### config.mk
export PLATFORM = sky130hd
export DESIGN_NAME = adder_arbiter_flat
export DESIGN_NICKNAME = d
export VERILOG_FILES = /design/src/rtl/adder_arbiter_pkg.sv /design/src/rtl/adder_arbiter_if.sv /design/src/rtl/adder_arbiter_rr_arbiter.sv /design/src/rtl/adder_arbiter.sv /design/src/flat_wrapper.sv
export SDC_FILE = /design/constraint.sdc
export NUM_CORES = 1
export LEC_CHECK = 0
export ABC_AREA = 0
export CORE_MARGIN = 5
export CORE_UTILIZATION = 42
export CTS_CLUSTER_SIZE = 28
export DETAILED_ROUTE_END_ITERATION = 16
export PLACE_DENSITY = 0.8
export SYNTH_ARGS = -nofsm -noshare
export SYNTH_HDL_FRONTEND = slang
export SYNTH_HIERARCHICAL = 1
export SYNTH_SLANG_ARGS = --single-unit
export TNS_END_PERCENT = 20
### constraint.sdc
create_clock -name clk -period 13.5 [get_ports clk]
set_input_delay 2.7 -clock clk [delete_from_list [all_inputs] [get_ports clk]]
set_output_delay 2.7 -clock clk [all_outputs]
set_load 0.005 [all_outputs]
### src/rtl/adder_arbiter_pkg.sv
// Shared types, defaults and the round-robin search helper for adder_arbiter.
package adder_arbiter_pkg;

  localparam int DATA_W_DEF = 32;

  typedef enum logic {OP_ADD = 1'b0, OP_SUB = 1'b1} add_op_e;

  typedef enum logic {SLOT_EMPTY = 1'b0, SLOT_FULL = 1'b1} slot_state_e;

  // Round-robin one-hot search over up to 8 requesters: the first set bit of
  // req at or above ptr, wrapping at n. Callers truncate the result to n bits.
  function automatic logic [7:0] rr_onehot(input logic [7:0] req,
                                           input logic [2:0] ptr,
                                           input logic [3:0] n);
    logic [7:0] grant;
    logic       found;
    logic       hit;
    logic [3:0] raw;
    logic [3:0] idx;
    grant = 8'd0;
    found = 1'b0;
    for (int k = 0; k < 8; k++) begin
      raw   = {1'b0, ptr} + k[3:0];
      idx   = (raw >= n) ? (raw - n) : raw;
      hit   = (k[3:0] < n) && !found && req[idx[2:0]];
      grant[idx[2:0]] = grant[idx[2:0]] | hit;
      found = found | hit;
    end
    return grant;
  endfunction

endpackage

### src/rtl/adder_arbiter_if.sv
// Request/response bus of the shared adder. Optional flag outputs are present
// only when ADDER_ARBITER_FLAGS_EN is defined.
interface adder_arbiter_if
  import adder_arbiter_pkg::*;
#(
  parameter int NUM_REQ = 4,
  parameter int DATA_W  = DATA_W_DEF,
  parameter int ID_W    = $clog2(NUM_REQ)
);

  logic [NUM_REQ-1:0]        req_valid;
  logic [NUM_REQ-1:0]        req_ready;
  logic [NUM_REQ*DATA_W-1:0] req_a;
  logic [NUM_REQ*DATA_W-1:0] req_b;
  logic [NUM_REQ-1:0]        req_sub;
  logic                      resp_valid;
  logic                      resp_ready;
  logic [DATA_W-1:0]         resp_data;
  logic [ID_W-1:0]           resp_id;

`ifdef ADDER_ARBITER_FLAGS_EN
  logic                      resp_carry;
  logic                      resp_ovf;

  modport master (
    output req_valid, req_a, req_b, req_sub, resp_ready,
    input  req_ready, resp_valid, resp_data, resp_id, resp_carry, resp_ovf
  );

  modport slave (
    input  req_valid, req_a, req_b, req_sub, resp_ready,
    output req_ready, resp_valid, resp_data, resp_id, resp_carry, resp_ovf
  );
`else
  modport master (
    output req_valid, req_a, req_b, req_sub, resp_ready,
    input  req_ready, resp_valid, resp_data, resp_id
  );

  modport slave (
    input  req_valid, req_a, req_b, req_sub, resp_ready,
    output req_ready, resp_valid, resp_data, resp_id
  );
`endif

endinterface

### src/rtl/adder_arbiter_rr_arbiter.sv
// Combinational round-robin arbiter: grants the first asserted request at or
// after ptr (with wrap-around) as one-hot plus binary index.
module rr_arbiter
  import adder_arbiter_pkg::*;
#(
  parameter int N  = 4,
  parameter int PW = $clog2(N)
) (
  input  logic [N-1:0]  req,
  input  logic [PW-1:0] ptr,
  output logic [N-1:0]  grant,
  output logic [PW-1:0] grant_idx,
  output logic          any_grant
);

  logic [N-1:0]  grant_s;
  logic [PW-1:0] idx_s;

  // One-hot search starting at the pointer.
  always_comb begin
    grant_s = N'(rr_onehot(8'(req), 3'(ptr), 4'(N)));
  end

  // Encode the one-hot grant into a binary index (zero when nothing granted).
  always_comb begin
    idx_s = {PW{1'b0}};
    for (int i = 0; i < N; i++) begin
      idx_s = idx_s | ({PW{grant_s[i]}} & PW'(i));
    end
  end

  assign grant     = grant_s;
  assign grant_idx = idx_s;
  assign any_grant = |grant_s;

endmodule

### src/rtl/adder_arbiter.sv
// Shared 32-bit adder/subtractor with round-robin arbitration over NUM_REQ
// requesters and a single registered, ID-tagged response slot.
// Optional carry/overflow flags: define ADDER_ARBITER_FLAGS_EN.
module adder_arbiter
  import adder_arbiter_pkg::*;
#(
  parameter int NUM_REQ = 4,
  parameter int DATA_W  = DATA_W_DEF,
  parameter int ID_W    = $clog2(NUM_REQ)
) (
  input logic             clk,
  input logic             rst,
  adder_arbiter_if.slave  bus
);

  slot_state_e       state_r;
  slot_state_e       state_next_s;
  logic [ID_W-1:0]   rr_ptr_r;
  logic [ID_W-1:0]   rr_ptr_next_s;
  logic              slot_free_s;
  logic [NUM_REQ-1:0] arb_req_s;
  logic [NUM_REQ-1:0] grant_s;
  logic [ID_W-1:0]   grant_idx_s;
  logic              xfer_s;
  logic [DATA_W-1:0] op_a_s;
  logic [DATA_W-1:0] op_b_s;
  logic [DATA_W-1:0] b_eff_s;
  logic              sub_s;
  add_op_e           op_s;
  logic [DATA_W-1:0] sum_s;
  logic [DATA_W-1:0] resp_data_r;
  logic [ID_W-1:0]   resp_id_r;

  // A new result may be accepted when the slot is empty or is being drained.
  assign slot_free_s = (state_r == SLOT_EMPTY) || bus.resp_ready;

  // Hide all requests from the arbiter during reset or while the slot is blocked.
  always_comb begin
    arb_req_s = {NUM_REQ{1'b0}};
    if (rst || !slot_free_s) begin
      arb_req_s = {NUM_REQ{1'b0}};
    end else begin
      arb_req_s = bus.req_valid;
    end
  end

  rr_arbiter #(
    .N  (NUM_REQ),
    .PW (ID_W)
  ) u_rr_arbiter (
    .req       (arb_req_s),
    .ptr       (rr_ptr_r),
    .grant     (grant_s),
    .grant_idx (grant_idx_s),
    .any_grant (xfer_s)
  );

  assign bus.req_ready = grant_s;

  // Select the granted requester's operands and form the two's-complement B.
  always_comb begin
    op_a_s  = bus.req_a[int'(grant_idx_s)*DATA_W +: DATA_W];
    op_b_s  = bus.req_b[int'(grant_idx_s)*DATA_W +: DATA_W];
    op_s    = add_op_e'(bus.req_sub[grant_idx_s]);
    sub_s   = (op_s == OP_SUB);
    b_eff_s = sub_s ? ~op_b_s : op_b_s;
  end

`ifdef ADDER_ARBITER_FLAGS_EN
  logic [DATA_W:0] sum_ext_s;
  logic            carry_s;
  logic            ovf_s;
  logic            resp_carry_r;
  logic            resp_ovf_r;

  // Adder with carry-out; overflow when equal-sign inputs give a flipped sign.
  always_comb begin
    sum_ext_s = {1'b0, op_a_s} + {1'b0, b_eff_s} + {{DATA_W{1'b0}}, sub_s};
    sum_s     = sum_ext_s[DATA_W-1:0];
    carry_s   = sum_ext_s[DATA_W];
    ovf_s     = (op_a_s[DATA_W-1] == b_eff_s[DATA_W-1]) &&
                (sum_ext_s[DATA_W-1] != op_a_s[DATA_W-1]);
  end

  // Flag registers track the response data register.
  always_ff @(posedge clk) begin
    if (rst) begin
      resp_carry_r <= 1'b0;
      resp_ovf_r   <= 1'b0;
    end else if (xfer_s) begin
      resp_carry_r <= carry_s;
      resp_ovf_r   <= ovf_s;
    end else begin
      resp_carry_r <= resp_carry_r;
      resp_ovf_r   <= resp_ovf_r;
    end
  end

  assign bus.resp_carry = resp_carry_r;
  assign bus.resp_ovf   = resp_ovf_r;
`else
  // Plain DATA_W-bit adder; wrap-around is silent.
  always_comb begin
    sum_s = op_a_s + b_eff_s + {{(DATA_W-1){1'b0}}, sub_s};
  end
`endif

  // Next pointer is one past the granted requester, wrapping at NUM_REQ.
  always_comb begin
    rr_ptr_next_s = rr_ptr_r;
    if (grant_idx_s == ID_W'(NUM_REQ-1)) begin
      rr_ptr_next_s = {ID_W{1'b0}};
    end else begin
      rr_ptr_next_s = grant_idx_s + ID_W'(1);
    end
  end

  // Round-robin pointer advances only on a transfer.
  always_ff @(posedge clk) begin
    if (rst) begin
      rr_ptr_r <= {ID_W{1'b0}};
    end else if (xfer_s) begin
      rr_ptr_r <= rr_ptr_next_s;
    end else begin
      rr_ptr_r <= rr_ptr_r;
    end
  end

  // Response slot next-state: fill on transfer, empty when drained without refill.
  always_comb begin
    state_next_s = state_r;
    case (state_r)
      SLOT_EMPTY: begin
        if (xfer_s) begin
          state_next_s = SLOT_FULL;
        end else begin
          state_next_s = SLOT_EMPTY;
        end
      end
      SLOT_FULL: begin
        if (xfer_s) begin
          state_next_s = SLOT_FULL;
        end else if (bus.resp_ready) begin
          state_next_s = SLOT_EMPTY;
        end else begin
          state_next_s = SLOT_FULL;
        end
      end
      default: begin
        state_next_s = SLOT_EMPTY;
      end
    endcase
  end

  // Response slot state register.
  always_ff @(posedge clk) begin
    if (rst) begin
      state_r <= SLOT_EMPTY;
    end else begin
      state_r <= state_next_s;
    end
  end

  // Response data/id load on transfer and otherwise hold.
  always_ff @(posedge clk) begin
    if (rst) begin
      resp_data_r <= {DATA_W{1'b0}};
      resp_id_r   <= {ID_W{1'b0}};
    end else if (xfer_s) begin
      resp_data_r <= sum_s;
      resp_id_r   <= grant_idx_s;
    end else begin
      resp_data_r <= resp_data_r;
      resp_id_r   <= resp_id_r;
    end
  end

  assign bus.resp_valid = (state_r == SLOT_FULL);
  assign bus.resp_data  = resp_data_r;
  assign bus.resp_id    = resp_id_r;

endmodule

### src/flat_wrapper.sv
// flat-port wrapper written by rule: the top's interface ports become plain ports
module adder_arbiter_flat import adder_arbiter_pkg::*;
#(
  parameter int NUM_REQ = 4,
  parameter int DATA_W  = DATA_W_DEF,
  parameter int ID_W    = $clog2(NUM_REQ)
)
  (clk, rst, bus_req_valid, bus_req_a, bus_req_b, bus_req_sub, bus_resp_ready, bus_req_ready, bus_resp_valid, bus_resp_data, bus_resp_id);
  adder_arbiter_if #(.NUM_REQ(NUM_REQ), .DATA_W(DATA_W), .ID_W(ID_W)) bus_i ();
  input logic clk;
  input logic rst;
  input wire logic [$bits(bus_i.req_valid)-1:0] bus_req_valid;
  input wire logic [$bits(bus_i.req_a)-1:0] bus_req_a;
  input wire logic [$bits(bus_i.req_b)-1:0] bus_req_b;
  input wire logic [$bits(bus_i.req_sub)-1:0] bus_req_sub;
  input wire logic [$bits(bus_i.resp_ready)-1:0] bus_resp_ready;
  output wire logic [$bits(bus_i.req_ready)-1:0] bus_req_ready;
  output wire logic [$bits(bus_i.resp_valid)-1:0] bus_resp_valid;
  output wire logic [$bits(bus_i.resp_data)-1:0] bus_resp_data;
  output wire logic [$bits(bus_i.resp_id)-1:0] bus_resp_id;
  assign bus_i.req_valid = bus_req_valid;
  assign bus_i.req_a = bus_req_a;
  assign bus_i.req_b = bus_req_b;
  assign bus_i.req_sub = bus_req_sub;
  assign bus_i.resp_ready = bus_resp_ready;
  assign bus_req_ready = bus_i.req_ready;
  assign bus_resp_valid = bus_i.resp_valid;
  assign bus_resp_data = bus_i.resp_data;
  assign bus_resp_id = bus_i.resp_id;
  adder_arbiter #(.NUM_REQ(NUM_REQ), .DATA_W(DATA_W), .ID_W(ID_W)) u_core (.clk(clk), .rst(rst), .bus(bus_i));
endmodule
# --- After elaboration in Yosys (flattened, before gate mapping) ---
# Memories as Yosys holds them, arrays and structs flattened.
# Index checks and enable logic that the tools add are counted.
totals:
  ff_bits: 37
  latch_bits: 0
  ram_bits: 0
  rom_bits: 8
  input_bits: 267
  out_inout_bits: 39
  word_cells: 143
  mem_count: 1
memory_table:
  columns: ["memory", "depth", "word_bits", "rd", "rd_clocked_by_memory_dff", "write_ports", "line", "source"]
  rows:
  - ["(name not given)", 8, 1, 1, 0, 0, "adder_arbiter_pkg.sv:26", "grant[idx[2:0]] = grant[idx[2:0]] | hit;"]
op_classes:
  addsub: 18
  mul: 0
  div: 0
  magnitude_cmp: 25
  eq_ne: 1
  shifts: 2
  muxes: 63
  n_bitwise: 11
  reduce_logical: 18
op_table:
  columns: ["operator", "n"]
  rows:
  - ["$shiftx 128x8->32", 2]
  - ["$bwmux 8", 7]
  - ["$bmux 1 s3", 11]
  - ["$add 32x1->32", 1]
  - ["$add 32x32->32", 1]
  - ["$lt 3x4->1 const B", 8]
  - ["$mux 32", 1]
  - ["$not 32->32", 1]
  - ["$demux 1 s3", 8]
  - ["$ge 3x1->1 const B", 8]
  - ["$mux 1", 24]
  - ["$mux 3", 8]
  - ["$sub 3x3->3 const B", 7]
  - ["$add 2x3->4 const B", 4]
  - ["$ge 4x3->1 const B", 4]
  - ["$logic_and 1x1->1", 11]
  - ["$ge 3x3->1 const B", 3]
  - ["$and 8x8->8", 1]
  - ["$add 2x2->3 const B", 2]
  - ["$or 1x1->1", 6]
  - ["$logic_not 1->1", 4]
  - ["$mux 4", 1]
  - ["$reduce_or 4->1", 1]
  - ["$add 2x1->3 const B", 1]
  - ["12 further kinds", 13]

# --- Longest topological paths before layout ---
# Gate-level depths: netlist (run 1).
depth:
  word_depth: 40
  depth_mapped: 32
  mapped_depth_nobuf: 26

# --- By module ---
# The synthesis (run 1) kept the hierarchy.
modules_own_cells:
  columns: ["mod", "instances", "cells_each", "area_per_inst_um2", "seq_area_each_um2"]
  rows:
  - ["adder_arbiter", 1, 494, 4847.1, 740.7]
  - ["rr_arbiter", 1, 196, 1300.0, 0.0]

# --- Worst setup path after synthesis (run 1) ---
# No wires, ideal clock.
synth_timing:
  kind: "input-to-reg"
  start: "in rst"
  end: "reg u_core.resp_data_r[28], in the netlist u_core/bus.resp_data[28]"
  setup_ns: 0.117
  arrival_ns: 10.620
  required_time_ns: 13.383
  setup_slack_ns: 2.763
  stages: 30
  path_buffers: 7
  path_cell_list: "clkbuf_1 -> clkbuf_1 -> nor2_1 -> and2_1 -> mux4_2 -> o21ba_1 -> buf_2 -> o21ai_0 -> a21oi_1 -> a221oi_4 -> a211oi_1 -> o31ai_1 -> o32ai_1 -> a21oi_1 -> a221oi_1 -> o32a_1 -> buf_6 -> buf_2 -> buf_1 -> buf_1 -> mux4_2 -> fa_1 -> a21oi_1 -> o221ai_1 -> o2111ai_1 -> o21ai_0 -> o31ai_1 -> o21ai_0 -> xor2_1 -> a22o_1"
synth_via:
  elab_chain_len: 37
synth_rtl:
  columns: ["element", "line", "source"]
  rows:
  - ["start: declaration", "flat_wrapper.sv:11", "input logic rst;"]
  - ["$logic_or 1x1->1 *", "adder_arbiter.sv:40", "if (rst || !slot_free_s) begin"]
  - ["$mux 4 *", "adder_arbiter.sv:40", null]
  - ["named net u_core.arb_req_s[3]", "adder_arbiter.sv:21", "logic [NUM_REQ-1:0] arb_req_s;"]
  - ["$bmux 1 s3", "adder_arbiter_pkg.sv:25", "hit = (k[3:0] < n) && !found && req[idx[2:0]];"]
  - ["$mux 1 (not written as such)", "adder_arbiter_pkg.sv:25", null]
  - ["$or 1x1->1", "adder_arbiter_pkg.sv:26", null]
  - ["$and 8x8->8 (no source line)", null, null]
  - ["$bmux 1 s3", "adder_arbiter_pkg.sv:26", null]
  - ["[23 not listed]", null, null]
  - ["$or 1x2->2", "adder_arbiter_rr_arbiter.sv:28", "idx_s = idx_s | ({PW{grant_s[i]}} & PW'(i));"]
  - ["$or 2x2->2 *", "adder_arbiter_rr_arbiter.sv:28", null]
  - ["named net u_core.grant_idx_s[0]", "adder_arbiter.sv:23", "logic [ID_W-1:0] grant_idx_s;"]
  - ["$shiftx 128x8->32 or $bmux 1 s2 (tied branches)", "adder_arbiter.sv:63, adder_arbiter.sv:64", null]
  - ["$not 32->32 or $mux 1 (tied branches)", "adder_arbiter.sv:66, adder_arbiter.sv:64", null]
  - ["$mux 32", "adder_arbiter.sv:66", "b_eff_s = sub_s ? ~op_b_s : op_b_s;"]
  - ["$add 32x32->32", "adder_arbiter.sv:104", "sum_s = op_a_s + b_eff_s + {{(DATA_W-1){1'b0}}, sub_s};"]
  - ["$add 32x1->32 *", "adder_arbiter.sv:104", null]
  - ["end signal: assignment", "adder_arbiter.sv:167", "resp_data_r <= {DATA_W{1'b0}};"]
  - ["end signal: assignment", "adder_arbiter.sv:170", "resp_data_r <= sum_s;"]
  - ["end signal: assignment", "adder_arbiter.sv:173", "resp_data_r <= resp_data_r;"]
  - ["end: declaration", "adder_arbiter.sv:31", "logic [DATA_W-1:0] resp_data_r;"]
# The timed path passes the listed nets; every way through them passes the cells marked *. The select of a mux whose other input is x is not followed.
# A chain may end at the register's enable or synchronous reset.

# --- Final worst setup path (run 1) ---
# Same ends and word-level chain as after synthesis.

==> results.cfg, run 1 <==
[floorplanning]
start_util = 0.426
coreArea_um2 = 14400
die_y_um = 131
rows = 44
die_w_um = 131
die_area_um2 = 17200
pin_count = 306

[min_path]
whs_path_depth = 2
hold_class = reg -> reg

[placement]
dp_slack_ns = 1.81
io_buffers = 305
dp_hpwl_um = 20300
dp.cells = 1134
place_congestion = 1.01

[timing]
maxSlewHeadroom = 0.381
timing.final.crit_share = 0.852
max_freq_mhz = 87.0
hold_violations = 0
final.min_clock_period_ns = 11.50
finClkSkew_ns = 0.00498
fin_ws_ns = 2.00
setup_viol = 0
tightest_slew_ns = 0.928
grt_setup_unrepaired = no
maxSlewViolCount = 0
tns_ns = 0

[synthesis]
syn_area_um2 = 6150
yosysSeqAreaShare = 0.120
synth_edf_count = 0
postSynthCellCount = 690
yosysWarnings = 6
synthArstFlopShare = 0
yosys_register_bits = 37
ys_types = 78
syn_area_per_cell_um2 = 8.91
ys.flop_type = dfxtp_1
syn-num-nets = 996

[clocking]
clkTransAtPathRegs_ns = 0.06
cts-root-buf = clkbuf_16
clk_path_buf_depth = 2
post_cts.repair.setup_buffers = 0
worst_skew_pair.late_latency_ns = 0.28
tritoncts = built
cts_sinks = 37
h-tree-depth = 2
hold_buffers = 0
cts_buffers = 5
post_cts_resized = 0

[setup_path]
cp.arrival_ns = 11.67
crit_type = in -> reg
start_kind = primary input
cp.required_ns = 13.67
r2r_cells = 27
crit_path_end_kind = flip-flop
path_max_fanout = 45

[detailed_routing]
viasPerCell = 5.94
drc = 0
post_drt_wl_per_cell_um = 21.1
drt-total-wl_um = 24200
num_vias = 6792
drt-initial-drc-count = 587
ant_nets = 0
firstDrtPassIters = 7

[run_status]
outcome = finished clean

[grt]
grt_max_degree = 68
first_global_vias = 6716
grt.total_usage = 0.262
antenna_found_initial = 2
grt-ovfl-total = 0
grt_pass1_wl_um = 35300

[finish]
synthToLayoutAreaGrowth_pct = 53.5
fillerInstances = 1228
multi_input_area_um2 = 5110
instances_no_fill = 1144
num-nets-final = 1263
drive_gt1_frac = 0.110
regArea_um2 = 741

[flow_run]
drv_cap = 0
-- final timing paths --
check	startpoint	end	slack [ns]
min	u_core/bus.resp_data[27]	u_core/bus.resp_data[27]	0.46
min reg2reg	u_core/bus.resp_data[27]	u_core/bus.resp_data[27]	0.46
max	rst	u_core/bus.resp_data[28]	2.00
max reg2reg	u_core/rr_ptr_r[1]	u_core/bus.resp_data[28]	4.33
-- logic make-up after synthesis --
group | count (synthesis) | synth area share
multiplexers | 99 | 0.298
flip-flops | 37 | 0.120
AND/OR/NAND/NOR | 198 | 0.155
XOR/XNOR | 56 | 0.0798
AO/OA/AOI/OAI | 184 | 0.216
buffers and inverters | 77 | 0.0493
adder cells (fa/ha/maj) | 39 | 0.0806
-- state kept, by name, summed over array words and instances, names as in the netlist --
signal	count
u_core/rr_ptr_r	2
u_core/bus.resp_valid	1
u_core/bus.resp_data	32
u_core/bus.resp_id	2
-- stage by stage --
| stage | hold slack, ns | instance area, um2 | util |
|---|---|---|---|
| floorplan | 0.442 | 6150 | - |
| detailed placement | 0.453 | 9280 | 0.643 |
| finish | 0.456 | 9430 | 0.654 |
| CTS | 0.461 | 9430 | 0.654 |
| global route | 0.501 | 9430 | 0.654 |
| global placement | 0.436 | 9280 | 0.643 |
-- cell usage in the layout, fill, tap and decap left out, types with 8 or more instances in the layout --
cell type        instances
mux2_2                   8
inv_1                   24
xnor2_1                 17
o211ai_1                11
nand3_1                 18
xor2_1                  39
o21ai_0                 29
a21o_1                  10
nor2_1                  59
mux4_2                  66
nor3_1                  13
ha_1                    38
nand2_1                 52
clkdlybuf4s50_1        305
a21oi_1                 38
and2_1                   8
mux2i_1                 22
dfxtp_1                 37
-- synth_stat cells, drive strengths merged (3+ instances only) --
library cell	n	area [um2]
a21oi	38	190
nor2b	6	37.5
a31oi	6	37.5
and2	8	50.1
o22ai	5	31.3
nor3	13	65.1
nor2	59	221
buf	18	81.3
nand3	18	90.1
a311oi	7	85.1
o31ai	7	52.6
nand2b	7	43.8
a21o	10	75.1
nand2	52	195
nor4	3	18.8
dfxtp	37	741
a22oi	4	30.0
o2111ai	5	61.3
inv	25	93.8
a211oi	7	52.6
o211ai	11	82.6
xnor2	17	149
o21ba	3	30.0
o221ai	5	43.8
a221oi	5	61.3
and3	5	31.3
nor3b	3	22.5
xor2	39	342
ha	38	475
o21ai	34	170
mux4	66	1490
o21a	4	30.0
o311ai	4	35.0
o21bai	5	37.5
clkbuf	34	128
nand4	8	56.3
mux2i	22	220
or3	8	50.1
mux2	11	128
-- worst max-delay path, cell delays in order --
cell,delay [ns]
clkdlybuf4s50_1,0.45
buf_4,0.38
nor2_1,0.14
and2_1,0.23
mux4_2,0.57
o21ba_1,0.49
o21ai_1,0.13
or4b_1,0.28
nand3_1,0.19
a211oi_1,0.48
o31ai_1,0.21
o32ai_1,0.67
a21oi_1,0.13
a221oi_1,0.30
o32a_2,0.25
buf_4,0.62
mux4_2,0.64
mux2_4,0.35
fa_1,0.41
a21oi_1,0.23
o221ai_1,0.26
o2111ai_1,0.37
o21ai_0,0.22
o31ai_1,0.37
o21ai_0,0.17
xor2_1,0.16
a22o_1,0.23
-- final cells by class --
type	count	area share
antenna	2	0.000531
sequential	37	0.0785
multi-input combinational	576	0.541
clock buffer	6	0.0147
tap	184	0.0244
inverter	25	0.00995
clock inverter	2	0.00146
timing repair buffer	312	0.329
-- metal layers --
| layer | share of wire | vias up | track usage |
|---|---|---|---|
| met2 | 0.53 | 333 | 0.474 |
| met1 | 0.37 | 3209 | 0.319 |
| met4 | 0.022 | 0 | 0.0744 |
| met3 | 0.076 | 40 | 0.0443 |
| met5 | 0 | - | 0 |
| li1 | - | 3210 | - |
Power of run 1 is left out: the tool's default activity adds up to more than one toggle a clock period on the data nets, which glitch-free logic cannot reach.
==> run 2, diff against run 1 <==
--- a/config.mk
+++ b/config.mk
@@ -10,6 +10,7 @@
 export CORE_UTILIZATION = 42
 export CTS_CLUSTER_SIZE = 28
 export DETAILED_ROUTE_END_ITERATION = 16
+export GPL_TIMING_DRIVEN = 0
 export PLACE_DENSITY = 0.8
 export SYNTH_ARGS = -nofsm -noshare
 export SYNTH_HDL_FRONTEND = slang
==> run 2 against run 1 <==
Net effect:
- sequential share of layout area is 0.11 points lower
- utilization grew 0.96 points
- count of clock-buffer cells in the layout decreased by 1
- worst setup slack got worse by 0.97 ns
- via count rose by 4.3%
- first-iteration DRC count down 5.8%
- non-clock buffer count grew 44
- die area unchanged
==> results.cfg, run 2 (synthesized netlist as in run 1, its figures left out) <==
[run_status]
outcome = finished clean

[setup_path]
r2r_cells = 31
crit_path_end_kind = flip-flop
start_kind = primary input
crit_type = in -> reg
r2r_start = u_core/rr_ptr_r[1]
path_max_fanout = 10
ff2ff_setup_slack_ns = 2.97
r2r-end = u_core/bus.resp_data[28]
cp.required_ns = 13.67
slowest_delay_ns = 0.71
cp.arrival_ns = 12.64
cp_slowest_cell = buf_1

[finish]
fillerInstances = 1226
post-route-util = 0.664
final_area_um2 = 9570
regArea_um2 = 741
synthToLayoutAreaGrowth_pct = 55.7
most-common-layout-cells = clkdlybuf4s50_1, mux4_2, nor2_1
drive_gt1_frac = 0.102
final_common_cell = clkdlybuf4s50_1
num-nets-final = 1307
largest_reg_flops = 32
multi_input_area_um2 = 5100

[min_path]
hold_class = reg -> reg
hp-start = u_core/bus.resp_data[24]
hold_path_end = u_core/bus.resp_data[24]
whs_path_depth = 2

[detailed_routing]
post_drt_wl_per_cell_um = 21.5
drc = 0
ant_nets = 0
num_vias = 7086
firstDrtPassIters = 5
viasPerCell = 5.95
drt-total-wl_um = 25600
drt-initial-drc-count = 553

[timing]
max_freq_mhz = 80.2
tns_ns = 0
maxSlewViolCount = 0
setup_viol = 0
finClkSkew_ns = 0.00375
tightest_slew_ns = 0.940
hold_violations = 0
grt_setup_unrepaired = no
timing.final.crit_share = 0.923
final.min_clock_period_ns = 12.47
maxSlewHeadroom = 0.374
whs_ns = 0.458

[grt]
grt-ovfl-total = 0
antenna_found_initial = 4
first_global_vias = 6959
grt.total_usage = 0.280
grt_pass1_wl_um = 37400
grt_max_degree = 13

[clocking]
clk_path_buf_depth = 2
h-tree-depth = 2
cts-root-buf = clkbuf_16
tritoncts = built
clkTransAtPathRegs_ns = 0.06
hold_buffers = 0
post_cts_resized = 0
cts_buffers = 5
post_cts.repair.setup_buffers = 0
worst_skew_pair.late_latency_ns = 0.28
cts_sinks = 37

[placement]
placed_area_um2 = 9420
dp_hpwl_um = 22000
place_congestion = 0.948
io_buffers = 304

[floorplanning]
pin_count = 306
coreArea_um2 = 14400
die_area_um2 = 17200
rows = 44
start_util = 0.426
die_w_um = 131
die_y_um = 131

[flow_run]
drv_cap = 0
-- run 2: final cells by class --
class                      count  share of cell area
timing repair buffer         304               0.318
buffer                        52              0.0218
multi-input combinational    576               0.533
sequential                    37              0.0774
inverter                      25             0.00980
clock buffer                   5              0.0131
tap                          184              0.0240
antenna                        4             0.00105
clock inverter                 3             0.00183
-- run 2: worst max path at each step --
stage | startpoint | end | slack, ns | cells past startpoint
2_1_floorplan | rst | u_core/bus.resp_data[28] | 2.76 | 30
3_3_place_gp | rst | u_core/bus.resp_data[28] | 0.95 | 30
3_5_place_dp | rst | u_core/bus.resp_data[28] | 0.96 | 30
4_1_cts | rst | u_core/bus.resp_data[28] | 1.19 | 30
5_1_grt | rst | u_core/bus.resp_data[29] | 0.36 | 30
6_report | rst | u_core/bus.resp_data[28] | 1.03 | 30
-- run 2: metal layers --
layer  part of all wire  wire length (um)  track usage  vias up
met5                  0                 0            0        -
met4              0.022               558       0.0786        0
met3              0.079              2020       0.0443       40
met2               0.52             13300        0.489      358
met1               0.38              9680        0.358     3371
li1                   -                 -            -     3317
-- run 2: worst max-delay path: cells and delay by family --
family	cells	cell delay (ns)
AOI/OAI and AO/OA	15	4.43
adders and majority gates	1	0.48
muxes	2	1.25
xor gates and xnor gates	1	0.18
and+or+nand+nor	4	0.89
buffers and inverters	7	2.67
-- run 2: through the flow --
step,setup slack [ns],std cells
6_report,1.03,1190
5_1_grt,0.358,1190
4_1_cts,1.19,1186
3_5_place_dp,0.957,1178
3_3_place_gp,0.949,1178
2_1_floorplan,2.76,690
Power of run 2 is left out for the same reason.
==> run 3, diff against run 2 <==
--- a/config.mk
+++ b/config.mk
@@ -6,6 +6,7 @@
 export NUM_CORES = 1
 export LEC_CHECK = 0
 export ABC_AREA = 0
+export CORE_ASPECT_RATIO = 1.1
 export CORE_MARGIN = 5
 export CORE_UTILIZATION = 42
 export CTS_CLUSTER_SIZE = 28
==> run 3 against run 2 <==
Net effect:
- cell area about the same
- sequential cell count unchanged
- worst hold slack got worse by 0.0092 ns
- via count about the same
- first-iteration DRC count rose by 34%
- die area about the same
- count of clock-buffer cells in the layout up 1
- critical path depth stayed put
- global-route usage increased by 0.15 points
- utilization up 0.17 points
- maximum frequency down 1.3%
- final cell count grew 0.50%
- critical path type unchanged
- highest routed layer is now met5
==> results.cfg, run 3 (synthesized netlist as in run 1, its figures left out) <==
[timing]
fin_ws_ns = 0.874
finClkSkew_ns = 0.00494
hold_violations = 0
final.min_clock_period_ns = 12.63
maxSlewViolCount = 0
max_freq_mhz = 79.2
setup_viol = 0
maxSlewHeadroom = 0.371
grt_setup_unrepaired = no
tns_ns = 0
tightest_slew_ns = 0.943
timing.final.crit_share = 0.935

[clocking]
worst_skew_pair.late_latency_ns = 0.28
post_cts_resized = 0
post_cts.repair.setup_buffers = 0
clk_path_buf_depth = 2
hold_buffers = 0
clkTransAtPathRegs_ns = 0.06
cts-root-buf = clkbuf_16
h-tree-depth = 2
cts_sinks = 37
tritoncts = built
cts_buffers = 5

[setup_path]
cp.arrival_ns = 12.80
cp_slowest_cell = buf_1
r2r-end = u_core/bus.resp_data[28]
path_depth = 30
r2r_start = u_core/rr_ptr_r[1]
path_buf_inv = 7
crit_path_end_kind = flip-flop
path_max_fanout = 10
crit_path_frequent_cell = o21ai_0
cp.required_ns = 13.68
slowest_delay_ns = 0.76
r2r_cells = 31
start_kind = primary input
crit_type = in -> reg
ff2ff_setup_slack_ns = 2.92
crit_family = compound AO/OA/AOI/OAI gates

[floorplanning]
die_y_um = 137
pin_count = 306
rows = 46
die_w_um = 125
die_area_um2 = 17200
start_util = 0.427
coreArea_um2 = 14400

[flow_run]
drv_cap = 0

[detailed_routing]
firstDrtPassIters = 5
num_vias = 7089
ant_nets = 0
drc = 0
drt-total-wl_um = 26000
post_drt_wl_per_cell_um = 21.7
drt-initial-drc-count = 741
viasPerCell = 5.93

[grt]
antenna_found_initial = 5
grt-ovfl-total = 0
grt_max_degree = 13
first_global_vias = 6897
grt.total_usage = 0.281
grt_pass1_wl_um = 38000

[run_status]
outcome = finished clean

[placement]
dp_slack_ns = 0.819
dp_hpwl_um = 22300
io_buffers = 304
place_congestion = 0.960

[finish]
most-common-layout-cells = clkdlybuf4s50_1, mux4_2, nor2_1
num-nets-final = 1307
drive_gt1_frac = 0.101
final_common_cell = clkdlybuf4s50_1
largest_reg_flops = 32
synthToLayoutAreaGrowth_pct = 55.8

[min_path]
hold_class = reg -> reg
hp-start = u_core/bus.resp_data[27]
hold_path_end = u_core/bus.resp_data[27]
whs_path_depth = 2
[run 3: final cells by class]
type,instances,area [um2]
inverters,25,93.8
flip-flops and latches,37,741
repair buffers,304,3040
clock buffers,6,129
clock inverters,2,10.0
diodes,2,5.00
fillers,1204,4810
multi-input cells,576,5100
plain buffers,52,209
well taps,192,240
[run 3: how the worst max path moves through the flow]
stage	startpoint	endpoint
finish	rst	u_core/bus.resp_data[28]
global route	rst	u_core/bus.resp_data[28]
CTS	rst	u_core/bus.resp_data[28]
detailed placement	rst	u_core/bus.resp_data[28]
global placement	rst	u_core/bus.resp_data[28]
floorplan	rst	u_core/bus.resp_data[28]
[run 3: stage by stage]
stage                      util  cell area (um2)  hold slack [ns]  instances
final                     0.665             9570            0.449       1196
after global routing      0.665             9570            0.477       1195
after CTS                 0.665             9570            0.452       1194
after detailed placement  0.655             9430            0.444       1186
after global placement    0.655             9430            0.441       1186
after floorplan               -             6150            0.442        690
[run 3: tightest hold or removal path: cells and delay by family (launching register included)]
family,cells,cell delay [ns]
flip-flops,1,0.31
AND/OR/NAND/NOR,1,0.05
AO/OA/AOI/OAI,1,0.05
[run 3: metal layers]
| layer | GRT usage | wire, um | share of wire |
|---|---|---|---|
| met3 | 0.0679 | 2320 | 0.089 |
| met1 | 0.365 | 10300 | 0.40 |
| met4 | 0.0361 | 258 | 0.0099 |
| met2 | 0.493 | 13100 | 0.50 |
| met5 | 0 | 46 | 0.0018 |
Power of run 3 is left out for the same reason.
